==> config.mk <==
export PLATFORM = sky130hd
export DESIGN_NAME = commit_log_sched
export DESIGN_NICKNAME = d
export VERILOG_FILES = /design/src/rtl/commit_log_sched.sv
export SDC_FILE = /design/constraint.sdc
export NUM_CORES = 1
export LEC_CHECK = 0
export CELL_PAD_IN_SITES_DETAIL_PLACEMENT = 1
export CELL_PAD_IN_SITES_GLOBAL_PLACEMENT = 2
export CORE_MARGIN = 2
export CORE_UTILIZATION = 45
export DETAILED_ROUTE_END_ITERATION = 8
export PLACE_DENSITY_LB_ADDON = 0.15
export SYNTH_ARGS = -nofsm -noshare
export SYNTH_HDL_FRONTEND = slang
export SYNTH_SLANG_ARGS = --single-unit
==> constraint.sdc <==
create_clock -name clk -period 33.3 [get_ports clk]
set_input_delay 4.995 -clock clk [delete_from_list [all_inputs] [get_ports clk]]
set_output_delay 4.995 -clock clk [all_outputs]
set_load 0.01 [all_outputs]
==> src/rtl/commit_log_sched.sv <==
// Dual-slot commit scheduler: two records in, one record out per cycle, in program order.
// One cycle from push to log_valid_o; core is throttled by stall_o, or overflow is dropped and counted.
package drac_pkg;
   typedef struct packed {
      logic [31:0] pc;
      logic [31:0] inst;
      logic [4:0]  rd;
      logic        we;
      logic [31:0] result;
   } commit_data_t;
endpackage

module commit_log_sched #(
   parameter int DEPTH        = 8,
   parameter bit DROP_ON_FULL = 1'b0
) (
   input  logic                               clk,
   input  logic                               rst,
   input  logic                               enable_i,
   input  logic                               flush_i,
   input  logic                               commit_valid_0_i,
   input  drac_pkg::commit_data_t             commit_data_0_i,
   input  logic                               commit_valid_1_i,
   input  drac_pkg::commit_data_t             commit_data_1_i,
   output logic                               stall_o,
   output logic                               log_valid_o,
   output drac_pkg::commit_data_t             log_data_o,
   input  logic                               log_ready_i,
   output logic [$clog2(DEPTH):0]             count_o,
   output logic [15:0]                        dropped_o,
   output logic                               idle_o
);
   localparam int PW = $clog2(DEPTH);
   localparam int CW = PW + 1;
   localparam logic [CW-1:0] DEPTH_C = CW'(DEPTH);

   drac_pkg::commit_data_t mem [DEPTH];

   logic [PW-1:0] rd_ptr, wr_ptr, wr_ptr_1;
   logic [CW-1:0] count, free;
   logic [15:0]   drop_cnt;
   logic [16:0]   drop_sum;
   logic          accept, req0, req1, push0, push1, pop;
   logic [1:0]    n_req, n_push, n_drop;

   // Free space comes from the registered count only, so a same-cycle pop never makes room.
   always_comb begin
      free     = DEPTH_C - count;
      accept   = enable_i & ~flush_i;
      req0     = accept & commit_valid_0_i;
      req1     = accept & commit_valid_1_i;
      push0    = req0 & (free != '0);
      push1    = req1 & (push0 ? (free >= CW'(2)) : (free != '0));
      n_req    = {1'b0, req0} + {1'b0, req1};
      n_push   = {1'b0, push0} + {1'b0, push1};
      n_drop   = n_req - n_push;
      pop      = (count != '0) & log_ready_i & ~flush_i;
      wr_ptr_1 = wr_ptr + PW'(1);
      drop_sum = {1'b0, drop_cnt} + 17'(n_drop);
   end

   always_ff @(posedge clk) begin
      if (push0) mem[wr_ptr] <= commit_data_0_i;
      if (push1) mem[push0 ? wr_ptr_1 : wr_ptr] <= commit_data_1_i;
   end

   always_ff @(posedge clk or negedge rst) begin
      if (!rst) begin
         rd_ptr   <= '0;
         wr_ptr   <= '0;
         count    <= '0;
         drop_cnt <= '0;
      end else if (flush_i) begin
         rd_ptr <= '0;
         wr_ptr <= '0;
         count  <= '0;
      end else begin
         rd_ptr <= rd_ptr + PW'(pop);
         wr_ptr <= wr_ptr + PW'(n_push);
         count  <= count + CW'(n_push) - CW'(pop);
         if (n_drop != 2'd0) drop_cnt <= drop_sum[16] ? 16'hFFFF : drop_sum[15:0];
      end
   end

   assign stall_o     = DROP_ON_FULL ? 1'b0 : (free < CW'(2));
   assign log_valid_o = (count != '0);
   assign log_data_o  = log_valid_o ? mem[rd_ptr] : '0;
   assign count_o     = count;
   assign dropped_o   = drop_cnt;
   assign idle_o      = (count == '0);
endmodule

==> flow_metrics.env <==
export IMPL_hp_class="flop to flop"
export IMPL_multi_input_area_sq_mm=0.0166
export IMPL_highest_layer="met5"
export IMPL_cp_max_fo=64
export IMPL_grt_pass1_wl_mm=178
export IMPL_core_sq_mm=0.0936
export IMPL_cts_resized=0
export IMPL_holdCritStartpoint="dropped_o[0]"
export IMPL_fin_crit_sh_pct=30.1
export IMPL_p_per_area_mw_per_mm2=59.9
export IMPL_die_height_microns=312
export IMPL_die_area_sq_mm=0.0973
export IMPL_synth_seq_cells=842
export IMPL_crit_path_top_delay_cell="dfrtp_4"
export IMPL_rrSetupSlack_ns=28.34
export IMPL_cts_root_buf="clkbuf_16"
export IMPL_die_w_microns=312
export IMPL_row_count=112
export IMPL_final_common_cell="edfxtp_1"
export IMPL_startpoint_type="flop"
export IMPL_final_hold_viol_count=0
export IMPL_syn_area_per_cell_sq_um=17.6
export IMPL_clkLatencyLatePin_ns=0.66
export IMPL_fill_cells=8618
export IMPL_timing_fmax_ghz=0.0998
export IMPL_endpoint="log_data_o[70]"
export IMPL_path_depth=6
export IMPL_final_cell_mix="edfxtp_1, mux2_2, mux2_1"
export IMPL_nNetsFinal=2960
export IMPL_synthArstFlopShare_pct=3.09
export IMPL_maxSlewViolCount=0
export IMPL_antenna_found_initial=36
export IMPL_worstMarginPinSlew_ns=1.16
export IMPL_synthDistinctLibCells=58
export IMPL_yosysTopAreaCell="edfxtp_1"
export IMPL_area_growth_pct=17.6
export IMPL_routabilityCongestion=0.783
export IMPL_hpwlAfterDp_mm=67.9
export IMPL_critical_path_max_stage_delay_ns=0.96
export IMPL_wl_mm=119
export IMPL_seq_area_frac_synth_pct=59.0
export IMPL_grt_pass1_vias=27100
export IMPL_wl_met1_mm=48.8
export IMPL_post_cts_setup_buffers=0
export IMPL_preCtsSetupSlack_ns=23.15
export IMPL_rsz0062_at_grt="no"
export IMPL_synth_area_leaders="edfxtp_1, mux2_2, mux4_2"
export IMPL_drc_errors=0
export IMPL_fin_skew_ns=0.0221
export IMPL_drive_above_1_share_pct=31.8
export IMPL_first_iter_violations=1429
export IMPL_clkSlewWorstSetupHoldPaths_ns=0.06
export IMPL_period_needed_ns=10.02
export IMPL_ios=336
export IMPL_grt_max_degree=101
export IMPL_critPathBufInv=3
export IMPL_path_cells="buf_4, buf_4, mux4_2, mux2i_1, nor2_1, clkdlybuf4s50_1"
export IMPL_dr_wl_met2_mm=61.3
export IMPL_status="completed"
export IMPL_regArea_sq_mm=0.0252
export IMPL_slew_limit_headroom_pct=22.9
export IMPL_cts_num_sinks=842
export IMPL_ctsHoldBuffers=0
export IMPL_critPathRequiredTime_ns=28.30
export IMPL_arrival_ns=5.03
export IMPL_initial_core_util_pct=45.6
export IMPL_maxCapViolCount=0
export IMPL_grt_overflow_total=0
export IMPL_endpoint_kind="output port"
export IMPL_worstSetupPathType="flop to output port"
export IMPL_ir_drop_v=0.0000506
export IMPL_post_drt_wl_per_cell_microns=29.2
export IMPL_cts_buffer_depth=3
export IMPL_r2r_start="count_o[0]"
export IMPL_vias_per_cell=5.90
export IMPL_fin_ws_ns=23.28
export IMPL_cts_htree_levels=3
export IMPL_netlist_area_leader_share_pct=57.4
export IMPL_vias=24000
export IMPL_drtAntennaViolNets=0
export IMPL_reg2reg_depth=9
export IMPL_syn_num_nets=2651
export IMPL_rr_endpoint="mem[4][42]"
export IMPL_cts_buffers=96
export IMPL_fin_tns_setup_ns=0
export IMPL_wl_met3_mm=5.68
export IMPL_synth_edf_count=816
export IMPL_syn_area_sq_mm=0.0427
export IMPL_ys_warn_count=0
export IMPL_synthFlopType="edfxtp_1"
export IMPL_syn_instance_count=2421
export IMPL_port_buffers=335
export IMPL_grtUsageTotal_pct=24.6
export IMPL_cts_tree="built"
export IMPL_cpMostUsedCell="buf_4"
export IMPL_cp_startpoint="rd_ptr[1]"
export IMPL_p_leak_uw=0.0160
export IMPL_crit_family="buffers and inverters"
export IMPL_finalSetupViolations=0
export IMPL_first_pass_iters=5
how the worst min path moves through the flow:
stage,endpoint,slack [ns],cells after the start
global route,dropped_o[0],0.61,2
finish,dropped_o[0],0.58,2
floorplan,dropped_o[0],0.55,2
global placement,dropped_o[4],0.57,2
detailed placement,dropped_o[0],0.57,2
CTS,dropped_o[0],0.58,2
sequential cells by signal (all words and copies together), names as in the netlist:
name,cells
mem,816
dropped_o,16
count_o,4
rd_ptr,3
wr_ptr,3
metrics by stage:
step / hold WS (ns) / cell area [sq um] / util, % / total power [uW] / cells
after CTS: 0.584 / 50100 / 53.5 / 3050 / 4061
after floorplan: 0.551 / 42700 / - / 1670 / 2421
after detailed placement: 0.574 / 47100 / 50.3 / 2020 / 3886
final: 0.584 / 50200 / 53.6 / 3010 / 4077
after global placement: 0.567 / 47100 / 50.3 / 2000 / 3886
after global routing: 0.610 / 50200 / 53.6 / 3130 / 4075
kinds of logic (layout without fill, tap and decap cells):
logic type,after synthesis,in the layout,share of synthesized area (%)
mux,1129,1129,34.9
xor+xnor,10,10,0.205
flops,842,842,59.0
simple gates,188,188,2.03
buf+inv,182,568,2.40
fa+ha+maj,19,19,0.610
compound gates,51,51,0.895
other cells,0,16,0
layout make-up:
class,count,share of cell area (%)
diodes,16,0.0798
clock inverters,59,0.913
clock buffers,116,5.11
inverters,19,0.147
flip-flops and latches,842,50.2
multi-input cells,1397,33.2
repair buffers,374,7.29
well taps,1254,3.13
tightest hold or removal path, delay by kind of cell, from the launching register on:
| family | cells | cell delay, ns |
|---|---|---|
| flops | 1 | 0.40 |
| simple gates | 2 | 0.14 |
where the power goes:
group / total (uW) / internal, uW / switching (uW)
Sequential: 1240 / 1220 / 25.7
Clock: 1030 / 598 / 427
Combinational: 737 / 361 / 376
cells in the mapped netlist, types with 15 or more instances:
library cell  instances
inv_1                17
buf_4                43
ha_1                 16
nor2_1              111
edfxtp_1            816
nand2_1              15
mux2i_1             103
mux4_2              204
buf_2                41
clkbuf_1             40
buf_1                22
mux2_1              336
mux2_2              486
buf_6                17
dfrtp_1              26
layer usage:
layer,global-route usage (%),vias up
li1,-,10400
met5,0,-
met4,7.32,38
met2,43.3,518
met1,30.5,12900
met3,5.11,191
Power figures use the tool's default switching activity.
